[src/rtl/cv32e40n_apu_responder.sv]
// cv32e40n_apu_responder: APU-side responder model for the core's apu_* channel.
// Accepts up to DEPTH outstanding ops and returns each one LATENCY cycles after
// acceptance, in order, with a result from a small deterministic ALU.
// Ports:
//   clk_i, rst_i     clock, synchronous active-high reset
//   apu_operands_i   NARGS x 32 operands ([0]=a, [1]=b, [2]=c)
//   apu_op_i         op select, low 2 bits: ADD, SUB, XOR, MAC
//   apu_flags_i      downstream flags, unused
//   apu_req_i        request valid
//   apu_gnt_o        grant (accept = req & gnt)
//   apu_rvalid_o     one-cycle result valid per accepted op
//   apu_result_o     result, zero when not valid
//   apu_flags_o      [0]=zero, [1]=carry/borrow, rest zero

module cv32e40n_apu_responder #(
    parameter int NARGS    = 3,
    parameter int WOP      = 6,
    parameter int NDSFLAGS = 15,
    parameter int NUSFLAGS = 5,
    parameter int LATENCY  = 1,
    parameter int DEPTH    = 2
) (
    input  logic                      clk_i,
    input  logic                      rst_i,
    input  logic [NARGS-1:0][31:0]    apu_operands_i,
    input  logic [WOP-1:0]            apu_op_i,
    input  logic [NDSFLAGS-1:0]       apu_flags_i,
    input  logic                      apu_req_i,
    output logic                      apu_gnt_o,
    output logic                      apu_rvalid_o,
    output logic [31:0]               apu_result_o,
    output logic [NUSFLAGS-1:0]       apu_flags_o
);

    localparam int CW = $clog2(DEPTH + 1);
    localparam logic [CW-1:0] DEPTH_C = CW'(DEPTH);

    logic [CW-1:0]       count_q, count_d;
    logic [LATENCY-1:0]  valid_q, valid_d;
    logic [31:0]         res_q [LATENCY];
    logic [31:0]         res_d [LATENCY];
    logic [NUSFLAGS-1:0] flg_q [LATENCY];
    logic [NUSFLAGS-1:0] flg_d [LATENCY];

    logic                accept;
    logic                retire;
    logic [31:0]         op_a, op_b, op_c;
    logic [32:0]         sum;
    logic [32:0]         dif;
    logic [31:0]         prod;
    logic [31:0]         alu_res;
    logic [NUSFLAGS-1:0] alu_flg;
    logic                unused_ok;

    assign unused_ok = ^{apu_flags_i, apu_op_i, apu_operands_i};

    assign op_a = apu_operands_i[0];
    assign op_b = apu_operands_i[1];

    generate
        if (NARGS > 2) begin : g_c
            assign op_c = apu_operands_i[2];
        end else begin : g_noc
            assign op_c = '0;
        end
    endgenerate

    // Grant looks only at the registered count, never at a same-cycle retire.
    assign apu_gnt_o = !rst_i && (count_q < DEPTH_C);
    assign accept    = apu_req_i && apu_gnt_o;
    assign retire    = valid_q[LATENCY-1];

    assign apu_rvalid_o = retire && !rst_i;
    assign apu_result_o = apu_rvalid_o ? res_q[LATENCY-1] : '0;
    assign apu_flags_o  = apu_rvalid_o ? flg_q[LATENCY-1] : '0;

    always_comb begin
        sum     = {1'b0, op_a} + {1'b0, op_b};
        dif     = {1'b0, op_a} - {1'b0, op_b};
        prod    = op_a * op_b;
        alu_res = '0;
        alu_flg = '0;
        unique case (apu_op_i[1:0])
            2'd0: begin
                alu_res    = sum[31:0];
                alu_flg[1] = sum[32];
            end
            2'd1: begin
                alu_res    = dif[31:0];
                // borrow out of the 33-bit difference is a<b unsigned
                alu_flg[1] = dif[32];
            end
            2'd2: alu_res = op_a ^ op_b;
            2'd3: alu_res = prod + op_c;
            default: alu_res = '0;
        endcase
        alu_flg[0] = (alu_res == '0);
    end

    always_comb begin
        valid_d    = '0;
        valid_d[0] = accept;
        res_d[0]   = alu_res;
        flg_d[0]   = alu_flg;
        for (int i = 1; i < LATENCY; i++) begin
            valid_d[i] = valid_q[i-1];
            res_d[i]   = res_q[i-1];
            flg_d[i]   = flg_q[i-1];
        end
    end

    always_comb begin
        count_d = count_q;
        unique case ({accept, retire})
            2'b10:   count_d = count_q + 1'b1;
            2'b01:   count_d = count_q - 1'b1;
            default: count_d = count_q;
        endcase
    end

    always_ff @(posedge clk_i) begin
        if (rst_i) begin
            count_q <= '0;
            valid_q <= '0;
            for (int i = 0; i < LATENCY; i++) begin
                res_q[i] <= '0;
                flg_q[i] <= '0;
            end
        end else begin
            count_q <= count_d;
            valid_q <= valid_d;
            for (int i = 0; i < LATENCY; i++) begin
                res_q[i] <= res_d[i];
                flg_q[i] <= flg_d[i];
            end
        end
    end

endmodule
[config.mk]
export PLATFORM = sky130hd
export DESIGN_NAME = cv32e40n_apu_responder
export DESIGN_NICKNAME = d
export VERILOG_FILES = /design/src/rtl/cv32e40n_apu_responder.sv
export SDC_FILE = /design/constraint.sdc
export NUM_CORES = 2
export LEC_CHECK = 0
export CORE_MARGIN = 2
export CORE_UTILIZATION = 45
export CTS_CLUSTER_SIZE = 28
export DETAILED_ROUTE_END_ITERATION = 6
export PLACE_DENSITY = 0.66
export SLEW_MARGIN = 10
export SYNTH_ARGS = -nofsm -noshare
export SYNTH_HDL_FRONTEND = slang
export SYNTH_SLANG_ARGS = --single-unit
[constraint.sdc]
create_clock -name clk_i -period 8.9 [get_ports clk_i]
set_input_delay 1.335 -clock clk_i [delete_from_list [all_inputs] [get_ports clk_i]]
set_output_delay 1.335 -clock clk_i [all_outputs]
set_load 0.1 [all_outputs]
# Word-level counts from Yosys, hierarchy flattened
# Memories as Yosys holds them, arrays and structs flattened.
# Cells that the tools add are included.
[classes] n_mux=12 bitwise=1 n_addsub=5 eq_ne=5 n_lt_le_gt_ge=1 n_reduce_logical=9 n_mul=1
[op_table] operator="32-bit case mux with 4 select lines" count=1
[op_table] operator="32-bit two-way mux" count=2
[op_table] operator="32-bit by 32-bit adder with 33-bit output" count=1
[op_table] operator="32-bit by 32-bit subtractor with 33-bit output" count=1
[op_table] operator="32-bit adder" count=1
[op_table] operator="32-bit logical NOT" count=1
[op_table] operator="32-bit by 32-bit multiplier with 32-bit output" count=1
[op_table] operator="32-bit OR reduction" count=1
[op_table] operator="32-bit XOR" count=1
[op_table] operator="2-bit == test (second input constant)" count=3
[op_table] operator="1-bit two-way mux" count=5
[op_table] operator="5-bit two-way mux" count=1
[op_table] operator="2-bit by 1-bit == test with 1-bit output (second input constant)" count=2
[op_table] operator="2-bit case mux with 2 select lines" count=1
[op_table] operator="1-bit logical AND" count=3
[op_table] operator="2-bit by 1-bit adder with 2-bit output (second input constant)" count=1
[op_table] operator="2-bit logical NOT" count=1
[op_table] operator="2-bit < comparator (second input constant)" count=1
[op_table] operator="2-bit two-way mux" count=1
[op_table] operator="1-bit case mux with 2 select lines" count=1
[op_table] operator="2-bit nonzero test" count=1
[op_table] operator="2-bit OR reduction" count=1
[op_table] operator="2-bit by 1-bit subtractor with 2-bit output (second input constant)" count=1
[op_table] operator="1-bit logical NOT" count=1
[word_totals] wordCells=38 mem_bits_rw=34 n_memories=2 output_inout_bits=39 ff_bits=3 input_bits=120
[mem_list] name="res_q" depth=1 word_bits=32 rd=1 rd_clocked_by_memory_dff=0 write_ports=1 line_no="40" text="logic [31:0] res_q [LATENCY];"
[mem_list] name="flg_q" depth=1 word_bits=2 rd=1 rd_clocked_by_memory_dff=0 write_ports=1 line_no="42" text="logic [NUSFLAGS-1:0] flg_q [LATENCY];"

# Longest topological paths before layout
[logic_depth] ltp_word=5 ltp_mapped=32 ltp_nobuf=30

# Least setup slack after synthesis
# OpenSTA, ideal clock, no wires.
[synth_timing] path_type="input-to-reg" from="in apu_operands_i[34] (netlist name)" to="mem flg_q[0][0] (netlist name)" required_ns=8.812 arrival_ns=8.416 path_slack_ns=0.397 setup_time_ns=0.088 n_path_buf=2 stages=28 cell_sequence="clkbuf_1 clkbuf_1 and2_1 fa_1 inv_1 fa_1 inv_1 fa_1 inv_1 fa_1 inv_1 fa_1 fa_1 fa_1 inv_1 fa_1 inv_1 ha_1 a21oi_1 o21ai_0 a221o_1 a31oi_1 nor3_1 a2111o_1 nor3_2 nand4b_1 or4_1 nor4_2"
[synth_via] elab_chain_len=5 word_cells_on_any_way=8 cone_classes="add/sub: 3; mul: 1; mux: 2; bitwise: 1; reduce/logical: 1"
[synth_rtl] element="start: declaration" line_no="25" text="input logic [NARGS-1:0][31:0] apu_operands_i,"
[synth_rtl] element="32-bit by 32-bit multiplier with 32-bit output" line_no="80" text="prod = op_a * op_b;"
[synth_rtl] element="32-bit adder" line_no="94" text="2'd3: alu_res = prod + op_c;"
[synth_rtl] element="32-bit case mux with 4 select lines (*)" line_no="83" text="unique case (apu_op_i[1:0])"
[synth_rtl] element="32-bit logical NOT (*)" line_no="97" text="alu_flg[0] = (alu_res == '0);"
[synth_rtl] element="2-bit two-way mux (no source line) (*)"
[synth_rtl] element="end: declaration" line_no="42"
# Every way passes the cells marked *; elsewhere a longest branch is shown, timed or not.

# Worst setup path in the final report
[layout_timing] from="in apu_operands_i[38] (netlist name)" to="mem res_q[0][23]"
[layout_via] elab_chain_len=4 word_cells_on_any_way=6 cone_classes="add/sub: 3; mul: 1; mux: 2"
[layout_rtl] element="32-bit by 32-bit multiplier with 32-bit output" line_no="80"
[layout_rtl] element="32-bit adder" line_no="94"
[layout_rtl] element="32-bit case mux with 4 select lines (*)" line_no="83"
[layout_rtl] element="32-bit two-way mux (no source line) (*)"
[layout_rtl] element="end: declaration" line_no="40"
# Marks and branches as above.

==> reports/qor.json <==
{
  "clock_tree": {
    "clkLatencyLatePin_ns": 0.27,
    "cts_tree": "done",
    "ctsLongestPathBuffers": 2,
    "cts.sinks": 37,
    "worst_setup_hold_path_clk_slew_ns": 0.05,
    "clockRootBuffer": "clkbuf_16",
    "h_tree_lvl_count": 2,
    "hold_buffers": 0,
    "cts_inserted_buffers": 5
  },
  "worst_setup_path": {
    "r2r_setup_slack_ns": 7.35,
    "r2r.worst_path.cells": 6,
    "critical_path.n_buffers_inverters": 15,
    "critPathKind": "input pin to register",
    "cp_slowest_stage_delay_ns": 0.53,
    "r2r_start": "count_q[1]$_SDFFE_PP0P_",
    "worst_path_max_delay_cell": "fa_1",
    "critPathRequiredTime_ns": 9.11,
    "rr_endpoint": "count_q[1]$_SDFFE_PP0P_",
    "crit_path_end_kind": "register",
    "cp_data_arrival_time_ns": 8.94,
    "startpoint_type": "input pin",
    "worst-path-max-fanout": 11,
    "critPathTopFamily": "adder cells"
  },
  "finish": {
    "drive_above_1_share_pct": 13.3,
    "flow.area_growth_from_synthesis_pct": 21.9,
    "design.final.nets": 3669,
    "commonest_non_fill_non_tap_cells_in_the_layout": "inv_1, fa_1, and2_1, nand2_1, buf_4",
    "most_common_library_cell_in_the_layout_ignoring_fill_and_taps": "inv_1"
  },
  "global_route": {
    "grt_pass1_vias": 20500,
    "number_of_antenna_violations_at_the_first_check_in_global_routing": 1,
    "grt_start_max_net_pins": 71,
    "global_route.overflow_total": 0,
    "grt_first_pass_wirelength_um": 110000,
    "grt_overall_usage_pct": 27.9
  },
  "drt": {
    "wl_per_cell_um": 19.7,
    "drcViolationCount": 0,
    "detail_route.vias_per_cell": 5.33,
    "number_of_nets_with_antenna_violations_after_detailed_routing": 0,
    "routed-via-count": 18900,
    "postRouteWirelength_um": 69800,
    "drt_first_pass_iters": 5,
    "drt_iter0_drc": 1274
  },
  "timing": {
    "timing.clock.skew_ns": 0.000267,
    "worst_pin_slew_ns": 1.01,
    "hold_viol": 0,
    "setup_viol_count_final": 0,
    "finalWorstPathRequiredPeriod_ns": 8.73,
    "finalSetupTns_ns": 0,
    "rsz0062_at_grt": "yes",
    "slew-limit-headroom_pct": 32.6,
    "final_max_slew_viol_count": 0,
    "max_freq_mhz": 115,
    "final_min_period_over_clock_period_pct": 98.1
  },
  "placed_design": {
    "numPortBuffers": 136,
    "gp_congestion": 0.913,
    "detailedPlacementHpwl_um": 59100
  },
  "worst_hold_path": {
    "number_of_cells_on_the_worst_hold_path": 2,
    "timing.hold.worst.class": "register to register",
    "hold_end": "count_q[1]$_SDFFE_PP0P_",
    "holdCritStartpoint": "count_q[1]$_SDFFE_PP0P_"
  },
  "floorplanning": {
    "start_util_pct": 45.2,
    "num_io_pins": 159,
    "fp.dieW_um": 225,
    "placeable_core_area_mm2": 0.0486,
    "floorplan.die_area_mm2": 0.0507,
    "core.rowCount": 81,
    "dieHeight_um": 225
  },
  "yosys": {
    "syn-cell-area_mm2": 0.0220,
    "synth-seq-cells": 37,
    "synth.area.top_cells": "fa_1, ha_1, inv_1",
    "synth.yosys.seq_area_share_pct": 3.37,
    "synthesis.instances": 2632,
    "synth_cell_types": 84,
    "synth_largest_area_cell": "fa_1",
    "avgSynthCellArea_um2": 8.36,
    "synth_top_cell_area_share_pct": 40.0,
    "synth-async-reset-ratio_pct": 0,
    "count_of_flip_flops_with_a_built_in_enable_after_synthesis": 0,
    "ys.warnings.count": 0,
    "synth_ff_type": "dfxtp_1"
  },
  "outcome": {
    "status": "finished, final reports clean"
  },
  "flow_run": {
    "maxCapViolations": 0
  }
}
## layout make-up
class                           count  area, um^2
Fill cell                        4537       21800
Multi-Input combinational cell   1902       19100
Timing Repair Buffer              414        3910
Inverter                          560        2100
Tap cell                          622         778
Sequential cell                    37         741
Clock buffer                        5         125
Clock inverter                      3        46.3
Antenna cell                        3        7.51
## worst max-delay path by stage
stage,start,endpoint,cells past startpoint
2_1_floorplan,apu_operands_i[34],flg_q[0][0]$_SDFF_PP0_,28
3_3_place_gp,apu_operands_i[34],flg_q[0][0]$_SDFF_PP0_,28
3_5_place_dp,apu_operands_i[34],flg_q[0][0]$_SDFF_PP0_,28
4_1_cts,apu_operands_i[37],flg_q[0][0]$_SDFF_PP0_,29
5_1_grt,apu_operands_i[8],res_q[0][23]$_SDFF_PP0_,36
6_report,apu_operands_i[38],res_q[0][23]$_SDFF_PP0_,33
## cells in the mapped netlist, drive strengths merged (11+ instances only)
cell type / count
nor3: 23
buf: 19
a31oi: 18
o211ai: 14
o21a: 12
inv: 559
xor2: 22
nand2: 261
a21oi: 87
xnor2: 80
nor2: 136
ha: 189
and2: 328
clkbuf: 116
fa: 440
nor2b: 21
o22ai: 11
dfxtp: 37
nand2b: 12
o21ai: 48
nand3: 20
## per-layer routing
metal	up-vias	part of all wire [%]	global-route usage, %
li1	8595	-	-
met1	9568	41	36.2
met2	628	50	50.5
met3	124	5.4	1.86
met4	0	3.2	7.26
met5	-	0	0
## flip-flops by register name, summed over array words and instances (netlist names)
signal   cells
res_q       32
count_q      2
flg_q        2
retire       1
## tightest hold or removal path, stage by stage (launching register included)
cell and delay, ns:
dfxtp_1 0.32, o21ai_0 0.07, a21oi_1 0.06
## repair_timing
action / CTS / global route
endpoints found under the setup margin: 2 / 8
pin swaps: 19 / 60
buffers inserted: 12 / 10
resized for setup: 27 / 112
gates cloned: 0 / 4
## cells by family (layout without fill, tap and decap cells)
logic type / count (synthesis) / in the layout / share of synthesized area (%)
muxes: 13 / 13 / 0.716
xor gates and xnor gates: 102 / 102 / 4.06
other: 1 / 6 / 0.0170
adders and majority gates: 629 / 629 / 50.8
and+or+nand+nor: 850 / 850 / 19.6
AOI/OAI and AO/OA: 305 / 305 / 9.45
DFF: 37 / 37 / 3.37
buffers and inverters: 695 / 982 / 12.0
## through the flow
step / hold slack [ns] / area [um^2] / utilization [%] / instances / setup WS [ns]
2_1_floorplan: 0.459 / 22000 / - / 2634 / 0.397
3_3_place_gp: 0.473 / 25800 / 53.0 / 3511 / -0.555
3_5_place_dp: 0.500 / 25800 / 53.0 / 3511 / -0.620
4_1_cts: 0.504 / 26200 / 53.8 / 3531 / 0.00112
5_1_grt: 0.552 / 26800 / 55.1 / 3544 / -0.0577
6_report: 0.497 / 26800 / 55.2 / 3546 / 0.169
Power is left out: the tool's default activity adds up to more than one toggle a clock period on the data nets, which glitch-free logic cannot reach.
